`src/rtl/perceptron_trainer.sv`:
```
//------------------------------------------------------------------------------
// Module      : perceptron_trainer
// Description : Online perceptron trainer for a 10-class digit classifier;
//               sequential class scoring with saturating weight updates.
// Revision    : 1.0 - initial release
//------------------------------------------------------------------------------
`default_nettype none

module perceptron_trainer #(
    parameter int N_FEAT  = 7,
    parameter int N_CLASS = 10,
    parameter int W_W     = 4,
    parameter int S_W     = W_W + 4
) (
    input  logic                  clk,
    input  logic                  rst,
    input  logic                  in_valid,
    output logic                  in_ready,
    input  logic [N_FEAT-1:0]     in_feat,
    input  logic [3:0]            in_label,
    input  logic                  train_en,
    output logic                  out_valid,
    output logic [3:0]            out_class,
    output logic                  out_correct,
    input  logic [3:0]            rd_class,
    input  logic [2:0]            rd_feat,
    output logic signed [W_W-1:0] rd_weight
);

    typedef enum logic [1:0] {
        ST_IDLE   = 2'd0,
        ST_SCORE  = 2'd1,
        ST_UPDATE = 2'd2
    } state_t;

    localparam logic [3:0]            c_n_class    = 4'(N_CLASS);
    localparam logic [3:0]            c_last_class = 4'(N_CLASS - 1);
    localparam logic [2:0]            c_bias_sel   = 3'(N_FEAT);
    localparam logic signed [W_W-1:0] c_w_max      = {1'b0, {(W_W-1){1'b1}}};
    localparam logic signed [W_W-1:0] c_w_min      = {1'b1, {(W_W-1){1'b0}}};
    localparam logic signed [W_W-1:0] c_w_one      = W_W'(1);

    state_t                  state_q, state_d;
    logic [3:0]              cls_q, cls_d;
    logic [N_FEAT-1:0]       feat_q, feat_d;
    logic [3:0]              label_q, label_d;
    logic                    train_q, train_d;
    logic [3:0]              best_q, best_d;
    logic signed [S_W-1:0]   best_score_q, best_score_d;
    logic                    out_valid_q, out_valid_d;
    logic [3:0]              out_class_q, out_class_d;
    logic                    out_correct_q, out_correct_d;
    logic signed [W_W-1:0]   w_q [N_CLASS][N_FEAT];
    logic signed [W_W-1:0]   w_d [N_CLASS][N_FEAT];
    logic signed [W_W-1:0]   b_q [N_CLASS];
    logic signed [W_W-1:0]   b_d [N_CLASS];
    logic signed [S_W-1:0]   w_score;
    logic                    w_do_update;

    function automatic logic signed [S_W-1:0] sext(input logic signed [W_W-1:0] v);
        return {{(S_W-W_W){v[W_W-1]}}, v};
    endfunction

    // Step by one toward +/-; pinned at the signed extremes instead of wrapping.
    function automatic logic signed [W_W-1:0] sat_step(input logic signed [W_W-1:0] v,
                                                       input logic inc);
        if (inc) return (v == c_w_max) ? v : v + c_w_one;
        else     return (v == c_w_min) ? v : v - c_w_one;
    endfunction

    always_comb begin
        w_score = sext(b_q[cls_q]);
        for (int i = 0; i < N_FEAT; i++) begin
            if (feat_q[i]) w_score = w_score + sext(w_q[cls_q][i]);
        end
    end

    assign w_do_update = train_q && (label_q < c_n_class) && (best_q != label_q);

    always_comb begin
        state_d       = state_q;
        cls_d         = cls_q;
        feat_d        = feat_q;
        label_d       = label_q;
        train_d       = train_q;
        best_d        = best_q;
        best_score_d  = best_score_q;
        out_valid_d   = 1'b0;
        out_class_d   = out_class_q;
        out_correct_d = out_correct_q;
        w_d           = w_q;
        b_d           = b_q;
        case (state_q)
            ST_IDLE: begin
                if (in_valid) begin
                    feat_d  = in_feat;
                    label_d = in_label;
                    train_d = train_en;
                    cls_d   = '0;
                    state_d = ST_SCORE;
                end
            end
            ST_SCORE: begin
                if ((cls_q == '0) || (w_score > best_score_q)) begin
                    best_d       = cls_q;
                    best_score_d = w_score;
                end
                if (cls_q == c_last_class) begin
                    state_d       = ST_UPDATE;
                    out_valid_d   = 1'b1;
                    out_class_d   = best_d;
                    out_correct_d = (best_d == label_q) && (label_q < c_n_class);
                end else begin
                    cls_d = cls_q + 4'd1;
                end
            end
            ST_UPDATE: begin
                state_d = ST_IDLE;
                if (w_do_update) begin
                    for (int c = 0; c < N_CLASS; c++) begin
                        if (4'(c) == label_q) begin
                            b_d[c] = sat_step(b_q[c], 1'b1);
                            for (int i = 0; i < N_FEAT; i++) begin
                                if (feat_q[i]) w_d[c][i] = sat_step(w_q[c][i], 1'b1);
                            end
                        end else if (4'(c) == best_q) begin
                            b_d[c] = sat_step(b_q[c], 1'b0);
                            for (int i = 0; i < N_FEAT; i++) begin
                                if (feat_q[i]) w_d[c][i] = sat_step(w_q[c][i], 1'b0);
                            end
                        end
                    end
                end
            end
            default: state_d = ST_IDLE;
        endcase
    end

    always_ff @(posedge clk) begin
        if (rst) begin
            state_q       <= ST_IDLE;
            cls_q         <= '0;
            feat_q        <= '0;
            label_q       <= '0;
            train_q       <= 1'b0;
            best_q        <= '0;
            best_score_q  <= '0;
            out_valid_q   <= 1'b0;
            out_class_q   <= '0;
            out_correct_q <= 1'b0;
            for (int c = 0; c < N_CLASS; c++) begin
                b_q[c] <= '0;
                for (int i = 0; i < N_FEAT; i++) w_q[c][i] <= '0;
            end
        end else begin
            state_q       <= state_d;
            cls_q         <= cls_d;
            feat_q        <= feat_d;
            label_q       <= label_d;
            train_q       <= train_d;
            best_q        <= best_d;
            best_score_q  <= best_score_d;
            out_valid_q   <= out_valid_d;
            out_class_q   <= out_class_d;
            out_correct_q <= out_correct_d;
            w_q           <= w_d;
            b_q           <= b_d;
        end
    end

    // Readback taps the registered array, so a read in UPDATE sees the old value.
    always_comb begin
        rd_weight = '0;
        if (rd_class < c_n_class) begin
            if (rd_feat < c_bias_sel)       rd_weight = w_q[rd_class][rd_feat];
            else if (rd_feat == c_bias_sel) rd_weight = b_q[rd_class];
        end
    end

    assign in_ready    = (state_q == ST_IDLE);
    assign out_valid   = out_valid_q;
    assign out_class   = out_class_q;
    assign out_correct = out_correct_q;

endmodule

`default_nettype wire

```
`config.mk`:
```
export PLATFORM = sky130hd
export DESIGN_NAME = perceptron_trainer
export DESIGN_NICKNAME = d
export VERILOG_FILES = /design/src/rtl/perceptron_trainer.sv
export SDC_FILE = /design/constraint.sdc
export NUM_CORES = 2
export LEC_CHECK = 0
export ABC_AREA = 0
export CAP_MARGIN = 20
export CORE_MARGIN = 4
export CORE_UTILIZATION = 30
export CTS_CLUSTER_SIZE = 16
export DETAILED_ROUTE_END_ITERATION = 10
export DONT_BUFFER_PORTS = 1
export PLACE_DENSITY = 0.48
export SLEW_MARGIN = 40
export SYNTH_ARGS = -nofsm -noshare
export SYNTH_HDL_FRONTEND = slang
export SYNTH_SLANG_ARGS = --single-unit
export TNS_END_PERCENT = 1
```
`constraint.sdc`:
```
create_clock -name clk -period 10.8 [get_ports clk]
set_input_delay 3.24 -clock clk [delete_from_list [all_inputs] [get_ports clk]]
set_output_delay 3.24 -clock clk [all_outputs]
set_load 0.01 [all_outputs]
```
# Word level (Yosys, flattened, before mapping)
# Cells that the tools add are included.
[totals]
in_bits = 22
output_inout_bits = 11
regBits = 356
[classes]
n_eq_ne = 487
bitwise_logic = 4
add_sub_neg = 168
n_reduce_logical = 105
muxes = 374
magnitude_cmp = 7
[op_table]
columns = ["op", "n"]
rows = [
  ["4-bit 2-to-1 mux", 333],
  ["28-bit 2-to-1 mux", 24],
  ["4-bit equality test, second input constant", 161],
  ["2-bit != test, second input constant", 303],
  ["7-bit AND reduction", 70],
  ["4-bit by 2-bit adder with 4-bit output, second input constant", 80],
  ["4-bit by 2-bit subtractor with 4-bit output, second input constant", 80],
  ["28-bit binary-select mux with 4-bit select", 2],
  ["8-bit 2-to-1 mux", 7],
  ["5-bit AND reduction", 10],
  ["8-bit by 4-bit adder with 8-bit output", 6],
  ["4-bit binary-select mux with 4-bit select", 2],
  ["3-bit by 4-bit equality test with 1-bit output, first input constant", 8],
  ["2-bit nonzero test", 11],
  ["2-bit by 4-bit equality test with 1-bit output, first input constant", 4],
  ["4-bit equality test, first input constant", 4],
  ["4-bit binary-select mux with 3-bit select", 1],
  ["4-bit logical NOT", 3],
  ["5-bit >= comparator, second input constant", 2],
  ["4-bit inverter with 5-bit output", 2],
  ["1-bit by 4-bit equality test with 1-bit output, first input constant", 2],
  ["8-bit > comparator", 1],
  ["4-bit less-than comparator, second input constant", 2],
  ["4-bit case mux with 2 select lines", 1],
  ["other kinds (20)", 26],
]

# Longest topological paths before layout
[depth]
ltp_word = 24
mapped_depth = 59
depth_no_buf = 53

# Least setup slack after synthesis
# No wires, ideal clock.
[synth_path]
kind = "register to register"
from = "register cls_q[0]"
to = "register best_q[2]"
t_arrival_ns = 11.361
t_required_ns = 10.672
slack_ns = -0.688
path_stages_with_launch = 55
n_path_buf = 7
setup_ns = 0.128
path_cell_list = "dfxtp_1 -> buf_6 -> buf_6 -> buf_6 -> buf_2 -> clkbuf_1 -> clkbuf_1 -> mux4_2 -> nand2_1 -> o21ai_0 -> ha_1 -> fa_1 -> mux2_2 -> ha_1 -> a21o_1 -> a21oi_1 -> nor2b_1 -> nor3_1 -> [... 19 more ...] -> mux2_2 -> ha_1 -> nor2_1 -> nor2_1 -> o41ai_2 -> xor2_1 -> nor2_1 -> xnor3_1 -> xnor3_1 -> inv_1 -> ha_1 -> o21ai_0 -> a2111oi_0 -> nor2_1 -> nor2_1 -> clkbuf_1 -> mux2i_1 -> nor2_1"
[synth_between]
elab_chain_len = 22
[synth_rtl]
columns = ["item", "line_no", "text"]
rows = [
  ["start: declaration", "44", "logic [3:0] cls_q, cls_d;"],
  ["start signal: assignment", "157", "cls_q <= cls_d;"],
  ["4-bit inverter with 5-bit output (implied by the code) (*)", "72, 74", ""],
  ["4-bit binary-select mux with 4-bit select or 28-bit binary-select mux with 4-bit select (tied branches)", "72, 74", ""],
  ["4-bit 2-to-1 mux (implied by the code) or 28-bit 2-to-1 mux (tied branches) (2 in a row)", "72, 74", ""],
  ["4-bit by 4-bit adder with 5-bit output", "74", "if (feat_q[i]) w_score = w_score + sext(w_q[cls_q][i]);"],
  ["8-bit 2-to-1 mux", "74", ""],
  ["8-bit by 4-bit adder with 8-bit output", "74", ""],
  ["8-bit 2-to-1 mux", "74", ""],
  ["8-bit by 4-bit adder with 8-bit output", "74", ""],
  ["[... 6 more ...]", "n/a", ""],
  ["8-bit 2-to-1 mux", "74", ""],
  ["8-bit by 4-bit adder with 8-bit output", "74", ""],
  ["8-bit 2-to-1 mux (*)", "74", ""],
  ["named net w_score[7]", "57", "logic signed [S_W-1:0] w_score;"],
  ["8-bit > comparator (*)", "104", "if ((cls_q == '0) || (w_score > best_score_q)) begin"],
  ["1-bit logical OR (*)", "104", ""],
  ["4-bit 2-to-1 mux (*)", "104", ""],
  ["4-bit 2-to-1 mux (*)", "93", "case (state_q)"],
  ["end signal: assignment", "161", "best_q <= best_d;"],
  ["end: declaration", "48", "logic [3:0] best_q, best_d;"],
]
# Mark *: on every way through the listed nets, which the timed path passes. The rest lies on a longest branch. The select of a mux whose other input is x is not followed.
# A chain may end at the register's enable or synchronous reset.

# Final worst setup path
[layout_path]
from = "register cls_q[1]"
to = "register best_score_q[1]"
[layout_between]
elab_chain_len = 21
[layout_rtl]
columns = ["item", "line_no", "text"]
rows = [
  ["4-bit inverter with 5-bit output (implied by the code) (*)", "72, 74", ""],
  ["4-bit binary-select mux with 4-bit select or 28-bit binary-select mux with 4-bit select (tied branches)", "72, 74", ""],
  ["4-bit 2-to-1 mux (implied by the code) or 28-bit 2-to-1 mux (tied branches) (2 in a row)", "72, 74", ""],
  ["4-bit by 4-bit adder with 5-bit output", "74", ""],
  ["8-bit 2-to-1 mux", "74", ""],
  ["8-bit by 4-bit adder with 8-bit output", "74", ""],
  ["8-bit 2-to-1 mux", "74", ""],
  ["8-bit by 4-bit adder with 8-bit output", "74", ""],
  ["[... 5 more ...]", "n/a", ""],
  ["8-bit by 4-bit adder with 8-bit output", "74", ""],
  ["8-bit 2-to-1 mux", "74", ""],
  ["8-bit by 4-bit adder with 8-bit output", "74", ""],
  ["8-bit 2-to-1 mux (*)", "74", ""],
  ["named net w_score[7]", "57", ""],
  ["8-bit > comparator (*)", "104", ""],
  ["1-bit logical OR (*)", "104", ""],
  ["2-bit AND reduction (no line) (*)", "n/a", ""],
  ["end signal: assignment", "162", "best_score_q <= best_score_d;"],
  ["end: declaration", "49", "logic signed [S_W-1:0] best_score_q, best_score_d;"],
]
# Marks and branches as above.

==> results.md <==
* Cts bufs inserted at 47
* Sw Ratio at 26.9%
* Setup-failing EPs final at 0
* PnR worst setup slack at 0.681 ns
* I/O pin count at 33
* M3 GR Usage at 2.83%
* Sequential area share after synthesis at 23.6%
* Core Area at 99900 um^2
* Fillers at 10232
* Layout area overhead at 12.0%
* Post-synth EDFFs at 0
* Die width at 325 um
* Mapped Area at 30100 um^2
* Syn. warnings at 0
* Syn nets at 3489
* Clk slew on worst S/H paths at 0.06 ns
* Rows at 116
* Reg2Reg Launch Point: cls_q[1]$_SDFFE_PP0P_
* Largest net degree at the start of global routing at 357
* Worst Path Arrival at 10.66 ns
* Critical path startpoint category: flop
* Peak Freq at 98.8 MHz
* Fin. Hold Viols at 0
* Setup CP Type: flop to flop
* Final wirelength at 96400 um
* Worst path required time at 11.34 ns
* Port Buffer Count at 0
* Clk_skew at 0.0260 ns
* Post-synthesis cell count at 3165
* RSZ-0062 raised after global routing: no
* CP startpoint: cls_q[1]$_SDFFE_PP0P_
* Hold Crit Class: flop to flop
* Vias per cell at 5.37
* H-tree depth at 2
* DR pass1 iterations at 5
* CP Depth at 48
* Hold Buf Count CTS at 0
* Post-synth ARST share at 0%
* Clk buf depth at 3
* Combinational Power Share at 10.9%
* Gr ovfl total at 0
* M1 GR Usage at 25.2%
* Vias in the first global route at 23281
* Cell variety after synth at 87
* Net Sw Power at 0.894 mW
* Critical Path End Type: flop
* Design Power at 3.33 mW
* WHS Path Cells at 2
* Slew margin rel. at -54.5%
* Violated checks: max-slew violations
* Nets at 3495
* Fin util at 33.8%
* CP max stage cell: mux4_2
* R2R Setup Slk at 0.68 ns
* Global-route wire length before repair at 149000 um
* Average size of a mapped cell at 9.52 um^2
* Clock tree sinks at 356
* Leakage power at 12.4 nW
* GRT met2 Usage at 28.5%
* Routed Antenna Nets at 0
* RR Endpoint: best_score_q[1]$_SDFFE_PP0P_
* Power per cell area at 98.5 nW/um^2
* Predominant post-synthesis flop cell: dfxtp_1
* Crit share post-route at 93.7%
* Min cycle time layout at 10.12 ns
* Initial DRC count at 1534
* CP Buf/Inv Count at 4
* Critical Path Sink: best_score_q[1]$_SDFFE_PP0P_
* Routed WL per cell at 21.4 um
* Dpl hpwl at 69300 um
* Family with the most delay on the worst path: adder cells
* Max cap viols at 0
* Die height at 325 um
* Clock Tree Root: clkbuf_16
* Peak VDD IR at 0.108 mV
* Die footprint at 106000 um^2
* Int Pwr at 2.43 mW
* GRT Util Overall at 17.9%
* GPL Wtd Cong at 0.844
* Most Used Layer, Global Route: met2
* DRC viols at 0
* Starting Density at 30.2%
* Clock power share at 49.2%
* Via count at 24214
* Layout cell share with drive strength beyond 1 at 14.7%
* Flops & latches, synth at 356
* Status: finished with violations
* Setup Slack @ Placement at 0.0201 ns
* Least-Margin Pin Slew at 2.32 ns
* Initial antenna violation count at 3
* Worst path max stage delay at 0.53 ns
* Flop pwr share at 40.0%
* Slew Viols, Final at 207
* Worst Path Max Fanout at 6
* CTS tree: done
* CP most frequent cell: ha_1
* FF-to-FF path depth at 48
* Fin Setup TNS at 0 ns
* Clock Latency Late Sink at 0.62 ns
==> timing repair <==
action | 4_1_cts | 5_1_grt
buffers inserted | 0 | 4
pin swaps | 1 | 11
resized for setup | 2 | 29
endpoints found under the setup margin | 3 | 17
==> tightest hold or removal path, delay by kind of cell, from the launching register on <==
kind,cells,cell delay (ns)
simple gates,1,0.05
compound gates,1,0.05
flops,1,0.31
==> synth_stat cells (78+ instances only) <==
cell type,instances,area (um^2)
clkbuf_1,104,390
ha_1,215,2690
mux2i_1,153,1530
o21ai_0,95,475
a21oi_1,243,1220
nor4b_1,78,683
nor2_1,462,1730
fa_1,87,1740
a21o_1,96,721
dfxtp_1,356,7130
xor2_1,91,797
xnor2_1,206,1800
mux4_2,140,3150
nand2_1,153,574
==> power groups by stage <==
stage / Combinational [mW] / Clock (mW) / Sequential [mW]
after floorplan: 0.294 / 0 / 1.35
after global placement: 0.340 / 0 / 1.36
after CTS: 0.346 / 1.69 / 1.33
after global routing: 0.399 / 1.73 / 1.33
final: 0.361 / 1.64 / 1.33
after detailed placement: 0.344 / 0 / 1.36
==> stage by stage <==
stage                     std cells  cell area, um^2  hold slack, ns
after floorplan                3165            30200           0.432
after global placement         4414            32000           0.445
after detailed placement       4416            32000           0.453
after CTS                      4501            33600           0.463
after global routing           4505            33800           0.486
final                          4508            33800           0.461
==> area by class of cell <==
cell class	count	area, um^2	area share [%]
Antenna cell	3	7.51	0.0222
Clock buffer	69	1310	3.88
Clock inverter	16	245	0.726
Inverter	79	297	0.878
Multi-Input combinational cell	2568	22200	65.8
Sequential cell	356	7130	21.1
Tap cell	1298	1620	4.81
Timing Repair Buffer	119	936	2.77
==> cells in the final DEF, fill, tap and decap left out, drive strengths merged, types with 79 or more instances in the layout <==
| master | n |
|---|---|
| nor2 | 466 |
| inv | 79 |
| buf | 119 |
| nand2 | 156 |
| mux4 | 147 |
| fa | 87 |
| ha | 215 |
| o21ai | 107 |
| a21oi | 245 |
| xor2 | 91 |
| mux2i | 153 |
| dfxtp | 356 |
| xnor2 | 206 |
| a21o | 96 |
==> cell families after synthesis <==
family	count (synthesis)	synth area share, %
AND/OR/NAND/NOR	976	16.8
adder cells (fa/ha/maj)	302	14.7
buffers and inverters	241	3.42
flip-flops	356	23.6
AO/OA/AOI/OAI	671	15.8
XOR/XNOR	299	8.78
multiplexers	320	16.9
==> metal layers <==
layer	wire, um	vias to the layer above	share of wire [%]
li1	-	11691	-
met4	2650	0	2.8
met5	0	-	0
met2	43400	525	45
met1	45100	11882	47
met3	5220	116	5.4
==> worst min path at each step <==
stage | end | from
after floorplan | best_score_q[4]$_SDFFE_PP0P_ | best_score_q[4]$_SDFFE_PP0P_
after global placement | best_score_q[4]$_SDFFE_PP0P_ | best_score_q[4]$_SDFFE_PP0P_
after detailed placement | best_score_q[4]$_SDFFE_PP0P_ | best_score_q[4]$_SDFFE_PP0P_
after CTS | best_score_q[4]$_SDFFE_PP0P_ | best_score_q[4]$_SDFFE_PP0P_
after global routing | train_q$_SDFFE_PP0P_ | train_q$_SDFFE_PP0P_
final | best_score_q[4]$_SDFFE_PP0P_ | best_score_q[4]$_SDFFE_PP0P_
==> flip-flops by register name, summed over array words and instances, names as in the netlist <==
register / cells
b_q: 40
best_q: 4
best_score_q: 8
cls_q: 4
feat_q: 7
label_q: 4
out_class: 4
out_correct: 1
out_valid: 1
state_q: 2
train_q: 1
w_q: 280
Power figures use the tool's default switching activity.
